<file path="config.mk">
export PLATFORM = sky130hd
export DESIGN_NAME = amb_touch_detect
export DESIGN_NICKNAME = d
export VERILOG_FILES = /design/src/rtl/amb_touch_detect.sv
export SDC_FILE = /design/constraint.sdc
export NUM_CORES = 1
export LEC_CHECK = 0
export BUFFER_PORTS_ARGS = -buffer_cell sky130_fd_sc_hd__buf_2
export CORE_ASPECT_RATIO = 2
export CORE_MARGIN = 2
export CORE_UTILIZATION = 50
export DETAILED_ROUTE_END_ITERATION = 8
export PLACE_DENSITY_LB_ADDON = 0.05
export SLEW_MARGIN = 20
export SYNTH_ARGS = -nofsm -noshare
export SYNTH_HDL_FRONTEND = slang
export SYNTH_SLANG_ARGS = --single-unit
</file>
<file path="constraint.sdc">
create_clock -name clk_25 -period 5.2 [get_ports clk_25]
set_input_delay 0.78 -clock clk_25 [delete_from_list [all_inputs] [get_ports clk_25]]
set_output_delay 0.78 -clock clk_25 [all_outputs]
set_load 0.02 [all_outputs]
</file>
<file path="src/rtl/amb_touch_detect.sv">
`timescale 1ns/1ps
// amb_touch_detect
//   Consumer side of the ambient-light/threshold interface. Each valid pixel has
//   the per-channel ambient shift removed from its |DVI-CCD| colour difference,
//   and the compensated FD^2 is compared against the frame's threshold to give a
//   per-pixel hit. Hits are counted per frame and a touch decision is published
//   with a one-cycle frame_done_o pulse.
//
//   Optional feature macro: AMB_TOUCH_BBOX_EN (adds the hit bounding-box outputs).
//
// Ports
//   clk_25, reset (sync, active-high)
//   valid_i, syncX_i, syncY_i           pixel qualifier and position
//   DVI_R/G/B_i, CCD_R/G/B_i            reference / camera colour (5/6/5 bit)
//   AMB_SHIFT_R/G/B_i, threshold_i      ambient block results, latched at (0,0)
//   hit_valid_o, hit_o, hit_x_o/y_o     per-pixel result, 3 cycles after valid_i
//   frame_done_o                        one-cycle pulse when a frame result is ready
//   hit_count_o, touch_o                last completed frame, held until next pulse
//   bbox_x0/y0/x1/y1_o                  (AMB_TOUCH_BBOX_EN) hit bounding box
module amb_touch_detect #(
  parameter logic [9:0]  H_LAST   = 10'd639,
  parameter logic [9:0]  V_LAST   = 10'd479,
  parameter logic [18:0] MIN_HITS = 19'd16
) (
  input  logic        clk_25,
  input  logic        reset,
  input  logic        valid_i,
  input  logic [9:0]  syncX_i,
  input  logic [9:0]  syncY_i,
  input  logic [4:0]  DVI_R_i,
  input  logic [5:0]  DVI_G_i,
  input  logic [4:0]  DVI_B_i,
  input  logic [4:0]  CCD_R_i,
  input  logic [5:0]  CCD_G_i,
  input  logic [4:0]  CCD_B_i,
  input  logic [7:0]  AMB_SHIFT_R_i,
  input  logic [7:0]  AMB_SHIFT_G_i,
  input  logic [7:0]  AMB_SHIFT_B_i,
  input  logic [31:0] threshold_i,
  output logic        hit_valid_o,
  output logic        hit_o,
  output logic [9:0]  hit_x_o,
  output logic [9:0]  hit_y_o,
  output logic        frame_done_o,
  output logic [18:0] hit_count_o,
  output logic        touch_o
`ifdef AMB_TOUCH_BBOX_EN
  ,
  output logic [9:0]  bbox_x0_o,
  output logic [9:0]  bbox_y0_o,
  output logic [9:0]  bbox_x1_o,
  output logic [9:0]  bbox_y1_o
`endif
);

  typedef enum logic [1:0] {IDLE, RUN, DONE} state_t;

  // Ambient value is mean|diff|*4; round to the 6-bit domain and saturate.
  function automatic logic [5:0] shift6(input logic [7:0] amb);
    logic [8:0] t;
    t = ({1'b0, amb} + 9'd2) >> 2;
    return (t > 9'd63) ? 6'd63 : t[5:0];
  endfunction

  // |ref-cam| minus ambient shift, clamped at zero.
  function automatic logic [5:0] comp_diff(input logic [5:0] ref6, input logic [5:0] cam6,
                                           input logic [5:0] sh);
    logic signed [6:0] raw;
    logic signed [6:0] comp;
    logic [5:0]        mag;
    raw  = $signed({1'b0, ref6}) - $signed({1'b0, cam6});
    mag  = raw[6] ? 6'(-raw) : raw[5:0];
    comp = $signed({1'b0, mag}) - $signed({1'b0, sh});
    return comp[6] ? 6'd0 : comp[5:0];
  endfunction

  function automatic logic [11:0] sq(input logic [5:0] d);
    return {6'd0, d} * {6'd0, d};
  endfunction

  function automatic logic [18:0] sat_inc(input logic [18:0] c);
    return (c == 19'h7FFFF) ? c : c + 19'd1;
  endfunction

  // Frame latch with bypass so pixel (0,0) already uses its own values.
  logic [5:0]  sh_r_lat, sh_g_lat, sh_b_lat;
  logic [31:0] thr_lat;
  logic        origin_in;
  logic [5:0]  sh_r_eff, sh_g_eff, sh_b_eff;
  logic [31:0] thr_eff;

  always_comb begin
    origin_in = valid_i && (syncX_i == 10'd0) && (syncY_i == 10'd0);
    sh_r_eff  = origin_in ? shift6(AMB_SHIFT_R_i) : sh_r_lat;
    sh_g_eff  = origin_in ? shift6(AMB_SHIFT_G_i) : sh_g_lat;
    sh_b_eff  = origin_in ? shift6(AMB_SHIFT_B_i) : sh_b_lat;
    thr_eff   = origin_in ? threshold_i : thr_lat;
  end

  logic        vld_p0, vld_p1, vld_p2;
  logic [9:0]  x_p0, y_p0, x_p1, y_p1, x_p2, y_p2;
  logic [5:0]  dvi_r_p0, dvi_g_p0, dvi_b_p0, ccd_r_p0, ccd_g_p0, ccd_b_p0;
  logic [5:0]  sh_r_p0, sh_g_p0, sh_b_p0;
  logic [5:0]  d_r_p1, d_g_p1, d_b_p1;
  logic [13:0] fd2_p2;
  logic [31:0] thr_p0, thr_p1, thr_p2;

  // Threshold travels with each pixel so a new frame's value never reaches
  // the previous frame's pixels still in flight.
  always_ff @(posedge clk_25) begin
    if (reset) begin
      sh_r_lat <= '0; sh_g_lat <= '0; sh_b_lat <= '0; thr_lat <= '0;
      vld_p0 <= 1'b0; vld_p1 <= 1'b0; vld_p2 <= 1'b0;
      x_p0 <= '0; y_p0 <= '0; x_p1 <= '0; y_p1 <= '0; x_p2 <= '0; y_p2 <= '0;
      dvi_r_p0 <= '0; dvi_g_p0 <= '0; dvi_b_p0 <= '0;
      ccd_r_p0 <= '0; ccd_g_p0 <= '0; ccd_b_p0 <= '0;
      sh_r_p0 <= '0; sh_g_p0 <= '0; sh_b_p0 <= '0;
      d_r_p1 <= '0; d_g_p1 <= '0; d_b_p1 <= '0;
      fd2_p2 <= '0; thr_p0 <= '0; thr_p1 <= '0; thr_p2 <= '0;
    end else begin
      if (origin_in) begin
        sh_r_lat <= sh_r_eff; sh_g_lat <= sh_g_eff; sh_b_lat <= sh_b_eff;
        thr_lat  <= thr_eff;
      end
      // S1: register inputs, R/B widened to the 6-bit domain
      vld_p0 <= valid_i;
      if (valid_i) begin
        x_p0 <= syncX_i; y_p0 <= syncY_i;
        dvi_r_p0 <= {DVI_R_i, 1'b0}; dvi_g_p0 <= DVI_G_i; dvi_b_p0 <= {DVI_B_i, 1'b0};
        ccd_r_p0 <= {CCD_R_i, 1'b0}; ccd_g_p0 <= CCD_G_i; ccd_b_p0 <= {CCD_B_i, 1'b0};
        sh_r_p0 <= sh_r_eff; sh_g_p0 <= sh_g_eff; sh_b_p0 <= sh_b_eff;
        thr_p0  <= thr_eff;
      end
      // S2: compensated per-channel difference
      vld_p1 <= vld_p0;
      if (vld_p0) begin
        x_p1 <= x_p0; y_p1 <= y_p0; thr_p1 <= thr_p0;
        d_r_p1 <= comp_diff(dvi_r_p0, ccd_r_p0, sh_r_p0);
        d_g_p1 <= comp_diff(dvi_g_p0, ccd_g_p0, sh_g_p0);
        d_b_p1 <= comp_diff(dvi_b_p0, ccd_b_p0, sh_b_p0);
      end
      // S3: FD^2
      vld_p2 <= vld_p1;
      if (vld_p1) begin
        x_p2 <= x_p1; y_p2 <= y_p1; thr_p2 <= thr_p1;
        fd2_p2 <= {2'b00, sq(d_r_p1)} + {2'b00, sq(d_g_p1)} + {2'b00, sq(d_b_p1)};
      end
    end
  end

  // S4: strict compare and frame-position decode
  logic        hit_p3, origin_p3, last_p3;
  logic [18:0] cnt, cnt_nx;
  state_t      state;

  always_comb begin
    hit_p3    = vld_p2 && ({18'd0, fd2_p2} > thr_p2);
    origin_p3 = vld_p2 && (x_p2 == 10'd0) && (y_p2 == 10'd0);
    last_p3   = vld_p2 && (x_p2 == H_LAST) && (y_p2 == V_LAST);
    cnt_nx    = hit_p3 ? sat_inc(cnt) : cnt;
  end

  assign hit_valid_o = vld_p2;
  assign hit_o       = hit_p3;
  assign hit_x_o     = x_p2;
  assign hit_y_o     = y_p2;

  // Frame boundaries are taken at the compare stage, so in-flight pixels of
  // the old frame are never counted into the new one. A (0,0) always starts
  // a fresh count that already includes its own hit.
  always_ff @(posedge clk_25) begin
    if (reset) begin
      state <= IDLE; cnt <= '0;
      frame_done_o <= 1'b0; hit_count_o <= '0; touch_o <= 1'b0;
    end else begin
      frame_done_o <= 1'b0;
      if (origin_p3) begin
        state <= RUN;
        cnt   <= {18'd0, hit_p3};
      end else begin
        case (state)
          RUN: begin
            cnt <= cnt_nx;
            if (last_p3) begin
              state        <= DONE;
              frame_done_o <= 1'b1;
              hit_count_o  <= cnt_nx;
              touch_o      <= (cnt_nx >= MIN_HITS);
            end
          end
          DONE:    state <= IDLE;
          default: state <= IDLE;
        endcase
      end
    end
  end

`ifdef AMB_TOUCH_BBOX_EN
  logic [9:0] bx0, by0, bx1, by1;
  logic [9:0] bx0_nx, by0_nx, bx1_nx, by1_nx;

  always_comb begin
    bx0_nx = (hit_p3 && (x_p2 < bx0)) ? x_p2 : bx0;
    by0_nx = (hit_p3 && (y_p2 < by0)) ? y_p2 : by0;
    bx1_nx = (hit_p3 && (x_p2 > bx1)) ? x_p2 : bx1;
    by1_nx = (hit_p3 && (y_p2 > by1)) ? y_p2 : by1;
  end

  always_ff @(posedge clk_25) begin
    if (reset) begin
      bx0 <= '0; by0 <= '0; bx1 <= '0; by1 <= '0;
      bbox_x0_o <= '0; bbox_y0_o <= '0; bbox_x1_o <= '0; bbox_y1_o <= '0;
    end else if (origin_p3) begin
      // Empty box is min=3FF/max=0; the origin pixel itself sits at (0,0).
      bx0 <= hit_p3 ? 10'd0 : 10'h3FF;
      by0 <= hit_p3 ? 10'd0 : 10'h3FF;
      bx1 <= '0;
      by1 <= '0;
    end else if (state == RUN) begin
      bx0 <= bx0_nx; by0 <= by0_nx; bx1 <= bx1_nx; by1 <= by1_nx;
      if (last_p3) begin
        bbox_x0_o <= bx0_nx; bbox_y0_o <= by0_nx;
        bbox_x1_o <= bx1_nx; bbox_y1_o <= by1_nx;
      end
    end
  end
`endif

endmodule

</file>
==> summary.md <==
| Metric | Value |
|---|---|
| Final hold vios | 0 |
| Max Root-Sink Buffers | 3 |
| Layout cells sized above 1 | 16.2% |
| Routability cong. | 0.862 |
| Mux cell area share after synthesis | 12.6% |
| Die Footprint | 0.0361 mm^2 |
| Remaining routing DRC violations | 0 |
| CTS tree | yes |
| MaxCap Viol Count | 0 |
| Reg-to-reg slack, setup | 0.07 ns |
| Worst min path class | input pin to flop |
| Inserted Clock Buffers | 31 |
| Minimum clock period | 5.13 ns |
| Via count | 12900 |
| Htree depth | 1 |
| Tightest Pin Transition | 1.03 ns |
| Root cell of the clock tree | clkbuf_16 |
| Leakage | 8.39 nW |
| Synth warn | 0 |
| Core Rows | 96 |
| Post-route ant nets | 0 |
| Antenna Cells | 0 |
| CP Data Arrival Time | 5.56 ns |
| TNS Setup | 0 ns |
| Max-slew headroom | 31.2% |
| Avg Cell Area, Syn | 9.24 um^2 |
| Unrepaired setup endpoints after global routing | true |
| PwrDens | 314 mW/mm^2 |
| Ys async rst share | 0% |
| XOR/XNOR Fraction of Synth Area | 4.21% |
| Maximum vdd drop | 0.000312 V |
| Largest net degree at the start of global routing | 161 |
| Dpl hpwl | 29000 um |
| P&R area growth vs syn | 15.5% |
| Fin. max-slew vios | 0 |
| Die W | 135 um |
| Largest family of logic cells by synthesized area | simple AND/OR/NAND/NOR gates |
| Die Y | 267 um |
| # fillers | 3089 |
| Register area share after synthesis | 38.6% |
| Post-Syn Instances | 1868 |
| Vias per inst | 5.21 |
| Final instance area | 0.0199 mm^2 |
| Setup crit end kind | flop |
| WP data required | 5.64 ns |
| Worst hold margin | 0.429 ns |
| Syn nets | 2135 |
| Post-Synth Simple-Gate Area | 15.8% |
| Most used DFF post-synth | dfxtp_1 |
| Unique masters post-synth | 59 |
| Total power | 6.26 mW |
| DRT iter0 DRCs | 461 |
| Area share of fa/ha/maj cells after synthesis | 14.2% |
| Kind of critical path | flop to flop |
| Status | completed |
| Drt pass-1 iters | 5 |
| Clock tree sinks | 333 |
| Gr usage total | 21.9% |
| Port Buffers | 150 |
| Register bit total from synthesis | 333 |
| Critical path launch point type | flop |
| Mapped Area | 0.0173 mm^2 |
| Total global routing overflow | 0 |
| Initial antenna violation count | 2 |
| Compound-Gate Fraction of Synth Area | 8.67% |
| Final worst path period share | 98.6% |
| Latest clock arrival within the worst-skew pair | 0.59 ns |
| Final setup violating endpoints | 0 |
| Vias in the first global route | 12700 |
| Core region area | 0.0341 mm^2 |
| Post-synth EDFFs | 0 |
| Final net count | 2282 |
| Clock transition at the registers of the reported paths | 0.06 ns |
| Global-route wire length before repair | 63500 um |
| Worst-path fanout max | 3 |
| Per-cell routed wire length | 15.9 um |
| Setup Skew | 0.00903 ns |
| WL final | 39500 um |
| F_max | 0.195 GHz |
| DP Area | 0.0187 mm^2 |
| Ports | 154 |
| Initial Util | 50.6% |
==> final cells by class <==
| type | count | area, um^2 | area share (%) |
|---|---|---|---|
| well taps | 441 | 552 | 2.77 |
| inverters | 171 | 642 | 3.22 |
| flip-flops and latches | 333 | 6690 | 33.6 |
| clock inverters | 11 | 129 | 0.646 |
| clock buffers | 47 | 896 | 4.49 |
| multi-input cells | 1269 | 9780 | 49.1 |
| repair buffers | 209 | 1250 | 6.25 |
==> cell usage in the layout, fill, tap and decap left out, types with 9 or more instances in the layout <==
cell type / n
buf_4: 54
xor2_1: 18
and2_1: 31
nand2b_1: 15
nor2_1: 350
a21o_1: 20
o21ai_0: 13
nand3_1: 23
fa_1: 61
o22ai_1: 14
dfxtp_1: 319
a21oi_1: 55
a211oi_1: 49
o221ai_1: 10
ha_1: 85
nor4_1: 15
inv_2: 9
clkbuf_1: 10
nand4_1: 13
clkbuf_16: 31
nand2_1: 54
dfxtp_2: 11
nor2b_1: 30
or3_1: 10
xnor2_1: 64
buf_2: 148
nor3_1: 20
mux2i_1: 212
inv_1: 162
==> report_power, final <==
group          switching, mW  leakage [nW]  internal, mW
clock                  0.998         0.499          1.29
sequential            0.0528          2.71          2.63
combinational          0.700          5.18         0.590
==> through the flow <==
stage	worst slack, ns	std cells	utilization (%)
after CTS	-0.00362	2480	58.2
final	0.0716	2481	58.4
after detailed placement	-0.371	2416	54.7
after global routing	-0.158	2481	58.4
after floorplan	0.0129	1868	-
after global placement	-0.313	2416	54.7
==> worst max-delay path: stages, from the launching register on <==
cell	delay (ns)
dfxtp_2	0.33
buf_4	0.13
and2_4	0.15
fa_1	0.49
inv_1	0.05
fa_1	0.49
inv_2	0.04
fa_1	0.54
ha_4	0.21
fa_1	0.55
inv_2	0.04
fa_1	0.49
inv_2	0.05
ha_4	0.25
a21o_1	0.19
a21oi_4	0.16
o21bai_1	0.09
a21oi_2	0.17
o21bai_2	0.10
a41oi_2	0.15
mux2i_1	0.20
o311ai_1	0.11
==> sequential cells by signal (all words and copies together), names as in the netlist, 14 cells and up <==
name	count
cnt	19
thr_lat	32
thr_p0	32
hit_count_o	19
fd2_p2	14
thr_p2	32
thr_p1	32
==> synth_stat cells, drive strengths merged (18+ instances only) <==
cell	n	share of area, %
mux2i	212	12
a21oi	58	1.7
nand2	59	1.3
inv	171	3.7
ha	90	6.5
nand3	24	0.72
xor2	18	0.91
a21o	20	0.87
buf	35	0.97
a211oi	51	2.2
clkbuf	60	1.3
nor2	351	7.6
nor3	23	0.75
fa	66	7.7
and2	33	1.2
nor4	18	0.78
nor2b	30	1.1
dfxtp	333	39
xnor2	65	3.3
==> logic make-up after synthesis <==
group                    count (synthesis)
multiplexers                           216
XOR/XNOR                                83
flip-flops                             333
AO/OA/AOI/OAI                          219
adder cells (fa/ha/maj)                156
buffers and inverters                  266
AND/OR/NAND/NOR                        595
==> what timing repair did <==
action	CTS	global route
hold buffers	0	0
cloned	0	0
setup endpoints to repair	5	7
hold endpoints to repair	0	0
buffers inserted	7	1
pin swaps	32	19
gates resized for setup	35	20
==> layer usage <==
metal	GRT usage [%]	vias to the layer above	routed length, um
met5	0	-	13
met4	8.50	2	1460
met3	3.17	79	1510
met2	42.3	216	21600
met1	23.5	6101	14900
li1	-	6517	-
==> worst paths after layout <==
kind / from / end / cells after the start
min reg2reg: sh_b_p0[3]$_SDFFE_PP0P_ / sh_b_p0[3]$_SDFFE_PP0P_ / 2
max reg2reg: d_b_p1[3]$_SDFFE_PP0P_ / fd2_p2[12]$_SDFFE_PP0P_ / 21
max: d_b_p1[3]$_SDFFE_PP0P_ / fd2_p2[12]$_SDFFE_PP0P_ / 21
min: CCD_G_i[1] / ccd_g_p0[1]$_SDFFE_PP0P_ / 3
Note: power is estimated with default switching activity, not from simulation.
